**config.mk**
```make
export PLATFORM = sky130hd
export DESIGN_NAME = settle_counter
export DESIGN_NICKNAME = d
export VERILOG_FILES = /design/src/rtl/settle_counter.sv
export SDC_FILE = /design/constraint.sdc
export NUM_CORES = 1
export LEC_CHECK = 0
export CORE_AREA = 8 8 45 47
export CTS_CLUSTER_SIZE = 24
export DETAILED_ROUTE_END_ITERATION = 16
export DIE_AREA = 0 0 53 55
export PLACE_DENSITY = 0.47
export SLEW_MARGIN = 10
export SYNTH_ARGS = -nofsm -noshare
export SYNTH_HDL_FRONTEND = slang
export SYNTH_SLANG_ARGS = --single-unit
```
**constraint.sdc**
```tcl
create_clock -name clk -period 1.18 [get_ports clk]
set_clock_uncertainty 0.05 [all_clocks]
set_input_delay 0.236 -clock clk [delete_from_list [all_inputs] [get_ports clk]]
set_output_delay 0.236 -clock clk [all_outputs]
set_load 0.01 [all_outputs]
```
**src/rtl/settle_counter.sv**
```systemverilog
// rtl/settle_counter.sv - loadable down-counter with a tick flag when the count reaches 1
module settle_counter #(
   parameter int unsigned W = 4
) (
   input  logic         clk,
   input  logic         rst,
   input  logic         load,
   input  logic [W-1:0] load_val,
   input  logic         dec,
   output logic [W-1:0] value,
   output logic         tick
);

   always_ff @(posedge clk) begin
      if (rst) begin
         value <= '0;
      end else if (load) begin
         value <= load_val;
      end else if (dec) begin
         value <= value - W'(1);
      end
   end

   assign tick = (value == W'(1));

endmodule

```
==> metrics <==
number of warnings reported in the yosys synthesis log=0; Hold/Removal Path Class=in2reg; DR vias=269; Max-slew headroom=0.847; number of hold violations in the final report=0; post-route antenna net violation count=0; clock transition time at the flip-flop clock pins of the worst setup and hold paths=~0.040 ns; number of buffer and inverter stages on the critical path=2; via count of the first global-routing pass=299; kind of end point of the critical path=output port; Post-synth EDFFs=0; die outline height=around 55 um; total power per unit cell area=1020 nW/um^2; post-synthesis compound-gate area fraction=0.162; share of synthesized area occupied by flip-flops and latches=0.325; placed standard-cell area=about 440 um^2; Bufs on Longest Clock Path=2; post-synthesis cell type with the largest combined area=sky130_fd_sc_hd__dfxtp_1; required time worst endpoint=0.89 ns; Post-layout nets=61; total I/O pin count=13; actual slew at the worst max-slew pin=about 0.23 ns; cell count after synthesis=27; die extent in x=53 um; CP max-delay cell=sky130_fd_sc_hd__dfxtp_4; worst hold-check slack=about 0.5 ns; leading cell types by count after synthesis=4 x sky130_fd_sc_hd__dfxtp_1, 4 x sky130_fd_sc_hd__inv_1, 3 x sky130_fd_sc_hd__a21oi_1; H-tree levels=1; sw frac=0.278; reported leakage power=about 0.23 nW; Total Neg Setup Slack=-0.306 ns; layout overhead on the synthesized area=109%; unrepaired setup endpoints after global routing=true; half-perimeter wire length after placement=approximately 560 um; ratio of final minimum period to clock period=1.13; global-route wire length before repair=~1200 um; crit path setup slack, layout=-0.148 ns; pin count of the biggest net entering global routing=6; Root Buffer=sky130_fd_sc_hd__clkbuf_4; combinational share of power=0.332; Mean Syn Cell Area=9.13 um^2; largest family of logic cells by synthesized area=simple AND/OR/NAND/NOR gates; Internal Pwr Total=~0.38 mW; total power=around 0.53 mW; flip-flop count of the largest register after layout=4; Routability Congestion=between 0.6 and 0.7; count of fill cells added during filler insertion=approximately 150; effective utilization at floorplan=0.178; DRC violation count after routing=0; number of synthesized register bits=4; dominant delay contributor by cell family on the critical path=flip-flops; post-synthesis simple-gate area fraction=0.188; Syn Std Cell Area=roughly 250 um^2; switching component of the power=~0.15 mW; Vias/cell=4.08; clock period minus final worst setup slack=~1.3 ns; largest registers=value x4; failing checks=negative setup slack; cell breakdown of the critical path=inv_4 > ha_4 > nor3b_2 > buf_2; Worst path max stage delay=about 0.35 ns; fin. max-slew vios=0; Top reg by flops=value; maximum ir drop on the vdd rail=0.000392 V; clock latency reported for the late side of the worst-skew pair=0.25 ns; total gr overflow=0; TritonCTS buffer count=3; cell area after layout=about 520 um^2; number of iterations in the first detailed-routing pass=1; area enclosed by the die boundary=2920 um^2; average wire per standard cell=10.9 um; hold buffer count at cts=0; input/output buffers=12; clock tree from TritonCTS=done; maximum clock rate=approximately 0.75 GHz; antenna violations before repair=0; Netlist cell types=14; worst endpoint data arrival time=roughly 1.0 ns; floorplan core area=1380 um^2; fraction of synthesis flops using an asynchronous set or reset pin=0; wire length reported by the detailed router=719 um; fraction of final layout cells sized beyond drive strength 1=0.580; area share of the largest cell type after synthesis=0.325; nets in the synthesized netlist=37; setup-violating endpoint count in the final report=4; result of the run=finished with violations; power share of the clock group=0.364; Primary FF master, synth=sky130_fd_sc_hd__dfxtp_1; # diodes=0; DRC marker count from the first detailed-route iteration=0; leading post-synthesis cells by cell area=sky130_fd_sc_hd__dfxtp_1 32%, sky130_fd_sc_hd__ha_1 10%, sky130_fd_sc_hd__nor4b_4 9.6%; proportion of power drawn by flip-flops and latches=0.304; Synth Area in Adders=0.102; nature of the critical path startpoint=flip-flop; number of maximum-capacitance constraint violations=0; Tot GR Track Use=0.0574; largest fanout of any net on the critical path=2; mux cell area share after synthesis=0.0406; WS Path Type=reg2out; row cnt=14; Sink Count=4; xor-xnor portion of the synthesized cell area=0.107
## final timing paths
path                     from       end  slack [ns]  depth (start not counted)
setup / recovery     value[1]      tick       -0.15                          4
hold / removal    load_val[1]  value[1]        0.50                          3
setup reg to reg     value[0]  value[1]       -0.06                          5
hold reg to reg      value[3]  value[3]        0.64                          3
## through the flow
stage | setup slack (ns) | util | instances
floorplan | -0.00495 | - | 27
global placement | -0.345 | 0.320 | 61
detailed placement | -0.370 | 0.320 | 61
CTS | -0.144 | 0.363 | 66
global route | -0.189 | 0.373 | 66
finish | -0.148 | 0.373 | 66
## per-layer routing
metal,vias up,track usage,share of wire
li1,134,-,-
met1,121,0.0486,0.37
met2,11,0.0840,0.48
met3,3,0.0481,0.11
met4,0,0.0517,0.033
met5,-,0,0
## worst register-to-register path: cells and delay by family, from the launching register on
kind	cells	cell delay (ns)
AOI/OAI and AO/OA	2	0.39
DFF	1	0.36
adders and majority gates	1	0.22
buffers and inverters	2	0.16
## power groups by stage
stage	clock (mW)	sequential [mW]	combinational (mW)
after CTS	0.196	0.160	0.168
after floorplan	0	0.173	0.0524
after global placement	0	0.156	0.159
after detailed placement	0	0.157	0.159
final	0.192	0.160	0.176
after global routing	0.211	0.162	0.194
## area by class of cell
cell class                 instances  area [um^2]  share of cell area
multi-input combinational         18          184               0.357
clock buffer                       4         26.3              0.0510
tap                               16         20.0              0.0388
inverter                           4         20.0              0.0388
sequential                         4         90.1               0.175
timing repair buffer              20          175               0.340
## repair_timing
action,in CTS,in global routing
endpoints found under the setup margin,8,5
resized for setup,32,4
cloned,0,0
buffers inserted,1,0
pin swaps,0,1
## layout by cell type, fill, tap and decap left out, types with 2 or more instances in the layout
master	n
sky130_fd_sc_hd__a21oi_1	2
sky130_fd_sc_hd__dfxtp_4	2
sky130_fd_sc_hd__dfxtp_2	2
sky130_fd_sc_hd__clkbuf_4	3
sky130_fd_sc_hd__inv_1	2
sky130_fd_sc_hd__o21a_1	2
sky130_fd_sc_hd__xor2_1	2
sky130_fd_sc_hd__nor2_1	2
sky130_fd_sc_hd__buf_4	6
sky130_fd_sc_hd__clkdlybuf4s50_1	7
sky130_fd_sc_hd__inv_4	2
sky130_fd_sc_hd__ha_4	2
sky130_fd_sc_hd__buf_6	4
sky130_fd_sc_hd__buf_2	3
## logic make-up after synthesis
logic type,Yosys count
xor gates and xnor gates,3
buffers and inverters,5
AOI/OAI and AO/OA,6
muxes,1
adders and majority gates,2
and+or+nand+nor,6
DFF,4
Note: power is estimated with default switching activity, not from simulation.
